==> config.mk <==
export PLATFORM = sky130hd
export DESIGN_NAME = mem_bw_init
export DESIGN_NICKNAME = d
export VERILOG_FILES = /design/src/rtl/mem_pkg.sv /design/src/rtl/mem_rd_pipe.sv /design/src/rtl/mem_bw_init.sv
export SDC_FILE = /design/constraint.sdc
export NUM_CORES = 1
export LEC_CHECK = 0
export ABC_AREA = 1
export BUFFER_PORTS_ARGS = -buffer_cell sky130_fd_sc_hd__buf_2
export CAP_MARGIN = 20
export CORE_MARGIN = 3
export CORE_UTILIZATION = 45
export CTS_CLUSTER_SIZE = 24
export DETAILED_ROUTE_END_ITERATION = 8
export MAX_ROUTING_LAYER = met4
export SLEW_MARGIN = 20
export SYNTH_ARGS = -nofsm -noshare
export SYNTH_HDL_FRONTEND = slang
export SYNTH_SLANG_ARGS = --single-unit
==> constraint.sdc <==
create_clock -name clk -period 2.45 [get_ports clk]
set_clock_uncertainty 0.1 [all_clocks]
set_input_delay 0.245 -clock clk [delete_from_list [all_inputs] [get_ports clk]]
set_output_delay 0.245 -clock clk [all_outputs]
set_load 0.02 [all_outputs]
==> src/rtl/mem_pkg.sv <==
// Shared types, constants and parameter helpers for the scratch/register store.
package mem_pkg;

  typedef enum logic {
    INIT = 1'b0,
    RUN  = 1'b1
  } state_t;

  localparam bit RD_WRITE = 1'b0;
  localparam bit RD_READ  = 1'b1;

  function automatic int lane_count(input int data_width);
    return data_width / 8;
  endfunction

  function automatic bit params_legal(input int data_width, input int rd_latency);
    return ((data_width % 8) == 0) && (data_width > 0) &&
           ((rd_latency == 1) || (rd_latency == 2));
  endfunction

endpackage

==> src/rtl/mem_rd_pipe.sv <==
// Read-return pipeline: RD_LATENCY stages of valid/data; each data stage only
// loads behind a valid beat, so rd_data holds between results.
module mem_rd_pipe #(
  parameter int                    DATA_WIDTH = 32,
  parameter int                    RD_LATENCY = 1,
  parameter logic [DATA_WIDTH-1:0] INIT_VALUE = '1
) (
  input  logic                  clk,
  input  logic                  reset,
  input  logic                  in_valid,
  input  logic [DATA_WIDTH-1:0] in_data,
  output logic                  rd_valid,
  output logic [DATA_WIDTH-1:0] rd_data
);

  for (genvar gi = 0; gi < RD_LATENCY; gi++) begin : g_stage
    logic                  valid_reg;
    logic [DATA_WIDTH-1:0] data_reg;
    logic                  src_valid;
    logic [DATA_WIDTH-1:0] src_data;

    if (gi == 0) begin : g_head
      assign src_valid = in_valid;
      assign src_data  = in_data;
    end else begin : g_tail
      assign src_valid = g_stage[gi-1].valid_reg;
      assign src_data  = g_stage[gi-1].data_reg;
    end

    always_ff @(posedge clk or negedge reset) begin
      if (!reset) begin
        valid_reg <= 1'b0;
        data_reg  <= INIT_VALUE;
      end else begin
        valid_reg <= src_valid;
        if (src_valid) begin
          data_reg <= src_data;
        end
      end
    end
  end

  assign rd_valid = g_stage[RD_LATENCY-1].valid_reg;
  assign rd_data  = g_stage[RD_LATENCY-1].data_reg;

endmodule

==> src/rtl/mem_bw_init.sv <==
// Single-port synchronous memory with valid/ready requests, byte-lane writes,
// configurable read latency and an INIT_VALUE fill sweep after reset or on request.
module mem_bw_init
  import mem_pkg::*;
#(
  parameter int                    DATA_WIDTH = 32,
  parameter int                    ADDR_WIDTH = 4,
  parameter int                    RD_LATENCY = 1,
  parameter logic [DATA_WIDTH-1:0] INIT_VALUE = '1
) (
  input  logic                    clk,
  input  logic                    reset,
  input  logic                    req_valid,
  output logic                    req_ready,
  input  logic                    req_rd_wr,
  input  logic [ADDR_WIDTH-1:0]   req_addr,
  input  logic [DATA_WIDTH-1:0]   req_wr_data,
  input  logic [DATA_WIDTH/8-1:0] req_byte_en,
  input  logic                    init_req,
  output logic                    rd_valid,
  output logic [DATA_WIDTH-1:0]   rd_data,
  output logic                    init_done
);

  localparam int                    LANES     = lane_count(DATA_WIDTH);
  localparam int                    DEPTH     = 2 ** ADDR_WIDTH;
  localparam logic [ADDR_WIDTH-1:0] LAST_ADDR = ADDR_WIDTH'(DEPTH - 1);

  if (!params_legal(DATA_WIDTH, RD_LATENCY)) begin : g_bad_params
    $error("mem_bw_init: DATA_WIDTH must be a multiple of 8 and RD_LATENCY 1 or 2");
  end

  state_t                  state_reg, state_next;
  logic [ADDR_WIDTH-1:0]   init_ptr_reg, init_ptr_next;
  logic                    req_ready_reg;
  logic                    init_done_reg;
  logic                    accept, rd_accept, wr_accept, sweep_we;
  logic [LANES-1:0]        lane_we;
  logic [DATA_WIDTH-1:0]   mem [DEPTH];

  assign accept    = req_valid && req_ready_reg;
  assign rd_accept = accept && (req_rd_wr == RD_READ);
  assign wr_accept = accept && (req_rd_wr == RD_WRITE);
  // Hold the array untouched while reset is asserted; the sweep starts on release.
  assign sweep_we  = (state_reg == INIT) && reset;

  for (genvar gi = 0; gi < LANES; gi++) begin : g_lane_we
    assign lane_we[gi] = wr_accept && req_byte_en[gi];
  end

  always_comb begin
    state_next    = state_reg;
    init_ptr_next = init_ptr_reg;
    case (state_reg)
      INIT: begin
        init_ptr_next = init_ptr_reg + ADDR_WIDTH'(1);
        if (init_ptr_reg == LAST_ADDR) begin
          state_next = RUN;
        end
      end
      RUN: begin
        if (init_req) begin
          state_next    = INIT;
          init_ptr_next = '0;
        end
      end
      default: begin
        state_next    = INIT;
        init_ptr_next = '0;
      end
    endcase
  end

  always_ff @(posedge clk or negedge reset) begin
    if (!reset) begin
      state_reg     <= INIT;
      init_ptr_reg  <= '0;
      req_ready_reg <= 1'b0;
      init_done_reg <= 1'b0;
    end else begin
      state_reg     <= state_next;
      init_ptr_reg  <= init_ptr_next;
      req_ready_reg <= (state_next == RUN);
      init_done_reg <= (state_next == RUN);
    end
  end

  always_ff @(posedge clk) begin
    if (sweep_we) begin
      mem[init_ptr_reg] <= INIT_VALUE;
    end else begin
      for (int i = 0; i < LANES; i++) begin
        if (lane_we[i]) begin
          mem[req_addr][8*i +: 8] <= req_wr_data[8*i +: 8];
        end
      end
    end
  end

  // The first pipe stage is the registered read port of the array.
  mem_rd_pipe #(
    .DATA_WIDTH (DATA_WIDTH),
    .RD_LATENCY (RD_LATENCY),
    .INIT_VALUE (INIT_VALUE)
  ) u_rd_pipe (
    .clk      (clk),
    .reset    (reset),
    .in_valid (rd_accept),
    .in_data  (mem[req_addr]),
    .rd_valid (rd_valid),
    .rd_data  (rd_data)
  );

  assign req_ready = req_ready_reg;
  assign init_done = init_done_reg;

endmodule

==> results_tabular.tex <==
\begin{tabular}{lr}
\hline
Metric & Value \\
\hline
\multicolumn{2}{l}{\textbf{Synthesis}} \\
Most area-hungry cell type in the Yosys netlist & sky130\_fd\_sc\_hd\_\_edfxtp\_1 \\
Top cells by area in the synthesized netlist & sky130\_fd\_sc\_hd\_\_edfxtp\_1 67\%, sky130\_fd\_sc\_hd\_\_nand2\_1 13\%, sky130\_fd\_sc\_hd\_\_nand3\_1 8.5\% \\
Netlist area before placement & between 20000 and 25000 um2 \\
Yosys reg bits & 550 \\
Area share of the leading cell type in the synthesized netlist & between 60\% and 70\% \\
Yosys warnings & 0 \\
Proportion of synthesized chip area in sequential cells & a little under three quarters \\
Average cell area after synthesis & between 10 and 15 um2 \\
Cell variety after synth & 24 \\
Mapped Cells & 2046 \\
Post-Synthesis Net Count & 2092 \\
\multicolumn{2}{l}{\textbf{Placement}} \\
Half-perimeter wire length of the detailed placement result & approximately 37000 um \\
Count of input and output buffers & 79 \\
Global placement routability congestion & a little under 0.9 \\
\multicolumn{2}{l}{\textbf{Worst setup path}} \\
Library cell contributing the largest single delay on the critical path & sky130\_fd\_sc\_hd\_\_dfrtp\_1 \\
Critical path cell sequence & nand2\_2 -> nor2\_4 -> o21ai\_4 -> nand2\_4 -> nand2\_1 -> nand2\_2 -> nor2\_4 -> nand2\_2 -> nor2\_1 -> buf\_4 \\
Critical path startpoint category & register \\
Max stage delay on crit path & between 0.3 and 0.4 ns \\
Worst Path Buf+Inv & 1 \\
Worst-path maximum fanout & 12 \\
Data arrival time of the critical path & about 2.5 ns \\
Number of cells traversed by the worst register-to-register path & 10 \\
Origin of the worst setup path & init\_done\$\_DFF\_PN0\_ \\
Setup slack of the most critical reg-to-reg path & about 0.12 ns \\
Cell family with the largest share of critical-path delay & simple AND/OR/NAND/NOR gates \\
Most frequent cell on the critical path & sky130\_fd\_sc\_hd\_\_nand2\_2 \\
Element type at the critical path end & register \\
Critical Path End & mem[13][9]\$\_DFFE\_PP\_ \\
Worst R2R Start & init\_done\$\_DFF\_PN0\_ \\
Critical setup path kind & reg -> reg \\
Logic depth of the worst path, buffers included & 10 \\
Endpoint required time on the critical path & $\sim$2.7 ns \\
Destination of the worst register-to-register timing path & mem[13][9]\$\_DFFE\_PP\_ \\
\multicolumn{2}{l}{\textbf{STA}} \\
Total of endpoints with negative setup slack in the final report & 0 \\
Worst-case headroom to the max-slew limit & 50.1\% \\
RSZ-0062 raised after global routing & false \\
Top achievable clock speed & between 400 and 500 MHz \\
Count of final hold-check violations & 0 \\
Share of the clock period used by the worst path & between 90 and 100\% \\
Setup TNS & 0 ns \\
Final max-slew violation count & 0 \\
Shortest period the worst path allows & 2.33 ns \\
Slew of the pin with the lowest slew margin & about 0.75 ns \\
Worst hold margin & between 0.08 and 0.09 ns \\
\multicolumn{2}{l}{\textbf{GRT}} \\
Initial antenna violation count & 0 \\
Vias in the first global route & 14900 \\
Overflow after GRT & 0 \\
Overall track demand over capacity in global routing & 23.4\% \\
Global-route wire length before repair & slightly above 90000 um \\
Pin count of the biggest net entering global routing & 129 \\
\multicolumn{2}{l}{\textbf{Clocking}} \\
Clock tree from TritonCTS & yes \\
H-Tree Level Count & 2 \\
Post-CTS setup buffers & 0 \\
Clock transition at the registers of the reported paths & approximately 0.060 ns \\
Number of cells upsized or downsized after cts & 0 \\
Worst skew pair latency & 0.60 ns \\
Root Buffer Master & sky130\_fd\_sc\_hd\_\_clkbuf\_16 \\
Bufs on Longest Clock Path & 3 \\
Post-cts hold buffer count & 2 \\
Clock sinks & 550 \\
Number of buffers created by CTS & 55 \\
\multicolumn{2}{l}{\textbf{Hold path}} \\
Hold path cells & 5 \\
Class of the tightest hold or removal check & in -> reg \\
\multicolumn{2}{l}{\textbf{Finish}} \\
Area of the multi-input gates & between 5000 and 6000 um2 \\
Area growth syn-to-layout & 15.8\% \\
Register Area & 16400 um2 \\
Share of post-route cells with drive strength above 1 & roughly 17\% \\
N\_diodes & 0 \\
Final-stage net count & about 2200 \\
Flip-flop count of the largest register after layout & just over 500 \\
Count of filler cells inserted in the layout & approximately 4200 \\
\multicolumn{2}{l}{\textbf{Power}} \\
Power per unit of standard cell area & $\sim$960 nW/um2 \\
Leakage power of the design & about 0.010 uW \\
Worst ir drop on vdd & $\sim$0.50 mV \\
\multicolumn{2}{l}{\textbf{Drt}} \\
Number of vias per cell after detailed routing & 5.31 \\
Drt total wl & 60600 um \\
DRC marker count from the first detailed-route iteration & around 2000 \\
Number of nets with antenna violations after detailed routing & 0 \\
First-pass iteration count of the detailed router & 6 \\
Count of vias placed by the detailed router & 15400 \\
Average detailed-routed wire length per instance & between 20 and 25 um \\
\# DRC & 0 \\
\multicolumn{2}{l}{\textbf{Floorplanning}} \\
Die area & 53500 um2 \\
Number of top-level design ports & 80 \\
Vertical extent of the die & around 230 um \\
Initial core utilization & 46.1\% \\
Die X & between 200 and 250 um \\
CORE AREA & 49600 um2 \\
Standard-cell row count & between 80 and 90 \\
\multicolumn{2}{l}{\textbf{Run status}} \\
Outcome & finished, final reports clean \\
\multicolumn{2}{l}{\textbf{Job}} \\
MaxCap Viol Count & 0 \\
\hline
\end{tabular}
## synth_stat cells
library cell	instances
sky130_fd_sc_hd__buf_1	15
sky130_fd_sc_hd__nand4_1	1
sky130_fd_sc_hd__or2_2	1
sky130_fd_sc_hd__buf_4	1
sky130_fd_sc_hd__dfrtp_1	6
sky130_fd_sc_hd__buf_12	1
sky130_fd_sc_hd__nand3_2	4
sky130_fd_sc_hd__clkbuf_1	43
sky130_fd_sc_hd__ha_1	1
sky130_fd_sc_hd__nand2_2	20
sky130_fd_sc_hd__nand2_1	820
sky130_fd_sc_hd__o21ai_0	3
sky130_fd_sc_hd__o21ai_4	2
sky130_fd_sc_hd__dfstp_2	32
sky130_fd_sc_hd__edfxtp_1	512
sky130_fd_sc_hd__nor2_1	65
sky130_fd_sc_hd__o31ai_1	1
sky130_fd_sc_hd__inv_1	46
sky130_fd_sc_hd__nor2_4	9
sky130_fd_sc_hd__nand3_1	389
sky130_fd_sc_hd__nand2_4	11
sky130_fd_sc_hd__buf_2	61
sky130_fd_sc_hd__a21oi_1	1
sky130_fd_sc_hd__inv_2	1
## kinds of logic (layout without fill, tap and decap cells)
group	count (synthesis)	after routing	share of synthesized area (%)
simple gates	1320	1320	24.8
flops	550	550	71.7
buf+inv	168	362	3.18
compound gates	7	7	0.263
fa+ha+maj	1	1	0.0548
## report_power, final
group	switching, uW	internal (uW)
Combinational	3380	1350
Clock	3480	4860
Sequential	348	11800
## worst min-delay path by stage
stage,startpoint,endpoint
global placement,u_rd_pipe.rd_data[8]$_DFFE_PN1P_,u_rd_pipe.rd_data[8]$_DFFE_PN1P_
floorplan,reset,init_done$_DFF_PN0_
global route,req_addr[3],u_rd_pipe.rd_data[27]$_DFFE_PN1P_
CTS,req_addr[3],u_rd_pipe.rd_data[27]$_DFFE_PN1P_
detailed placement,u_rd_pipe.rd_data[2]$_DFFE_PN1P_,u_rd_pipe.rd_data[2]$_DFFE_PN1P_
finish,req_addr[3],u_rd_pipe.rd_data[27]$_DFFE_PN1P_
## worst min-delay path: stages
cell	delay, ns
sky130_fd_sc_hd__buf_2	0.21
sky130_fd_sc_hd__nand2_1	0.15
sky130_fd_sc_hd__nand2_1	0.07
sky130_fd_sc_hd__nand2_1	0.05
sky130_fd_sc_hd__nand2_1	0.04
## metal layers
layer / share of wire (%) / vias up / track usage [%] / wire length (um)
met2: 47 / 591 / 36.3 / 28400
met1: 44 / 7452 / 32.6 / 26400
met3: 6.9 / 107 / 2.97 / 4150
met5: 0 / - / - / 0
li1: - / 7257 / - / -
met4: 2.6 / 0 / 7.09 / 1590
## through the flow
step                      power (uW)  setup slack, ns  area (um2)  util, %  std cells
after global placement         17000            0.167       24600     49.7       2799
after detailed placement       17100            0.103       24600     49.7       2799
after floorplan                15100            0.193       22800        -       2046
final                          25300            0.124       26400     53.4       2904
after global routing           26300           0.0149       26400     53.4       2904
after CTS                      25500            0.150       26400     53.4       2904
## placed cells by master (no fill, tap or decap), types with 2 or more instances in the layout
cell type                       instances
sky130_fd_sc_hd__nand2_1              820
sky130_fd_sc_hd__edfxtp_1             512
sky130_fd_sc_hd__nand3_1              388
sky130_fd_sc_hd__buf_4                125
sky130_fd_sc_hd__buf_2                 77
sky130_fd_sc_hd__nor2_1                65
sky130_fd_sc_hd__clkbuf_16             57
sky130_fd_sc_hd__inv_1                 44
sky130_fd_sc_hd__dfstp_2               32
sky130_fd_sc_hd__nand2_2               20
sky130_fd_sc_hd__clkinv_2              15
sky130_fd_sc_hd__nand2_4               11
sky130_fd_sc_hd__clkbuf_8              11
sky130_fd_sc_hd__clkbuf_1              10
sky130_fd_sc_hd__nor2_4                 9
sky130_fd_sc_hd__buf_12                 7
sky130_fd_sc_hd__dfrtp_1                6
sky130_fd_sc_hd__nand3_2                5
sky130_fd_sc_hd__clkinv_1               4
sky130_fd_sc_hd__clkinvlp_4             4
sky130_fd_sc_hd__o21ai_0                3
sky130_fd_sc_hd__bufinv_16              3
sky130_fd_sc_hd__o21ai_4                2
sky130_fd_sc_hd__dlygate4sd3_1          2
## layout make-up
class,instances,share of cell area [%]
inverter,47,0.705
sequential,550,61.9
tap,664,3.14
clock inverter,26,0.795
multi-input combinational,1328,21.7
timing repair buffer,212,5.66
clock buffer,77,6.06
(Power assumes the default switching activity.)
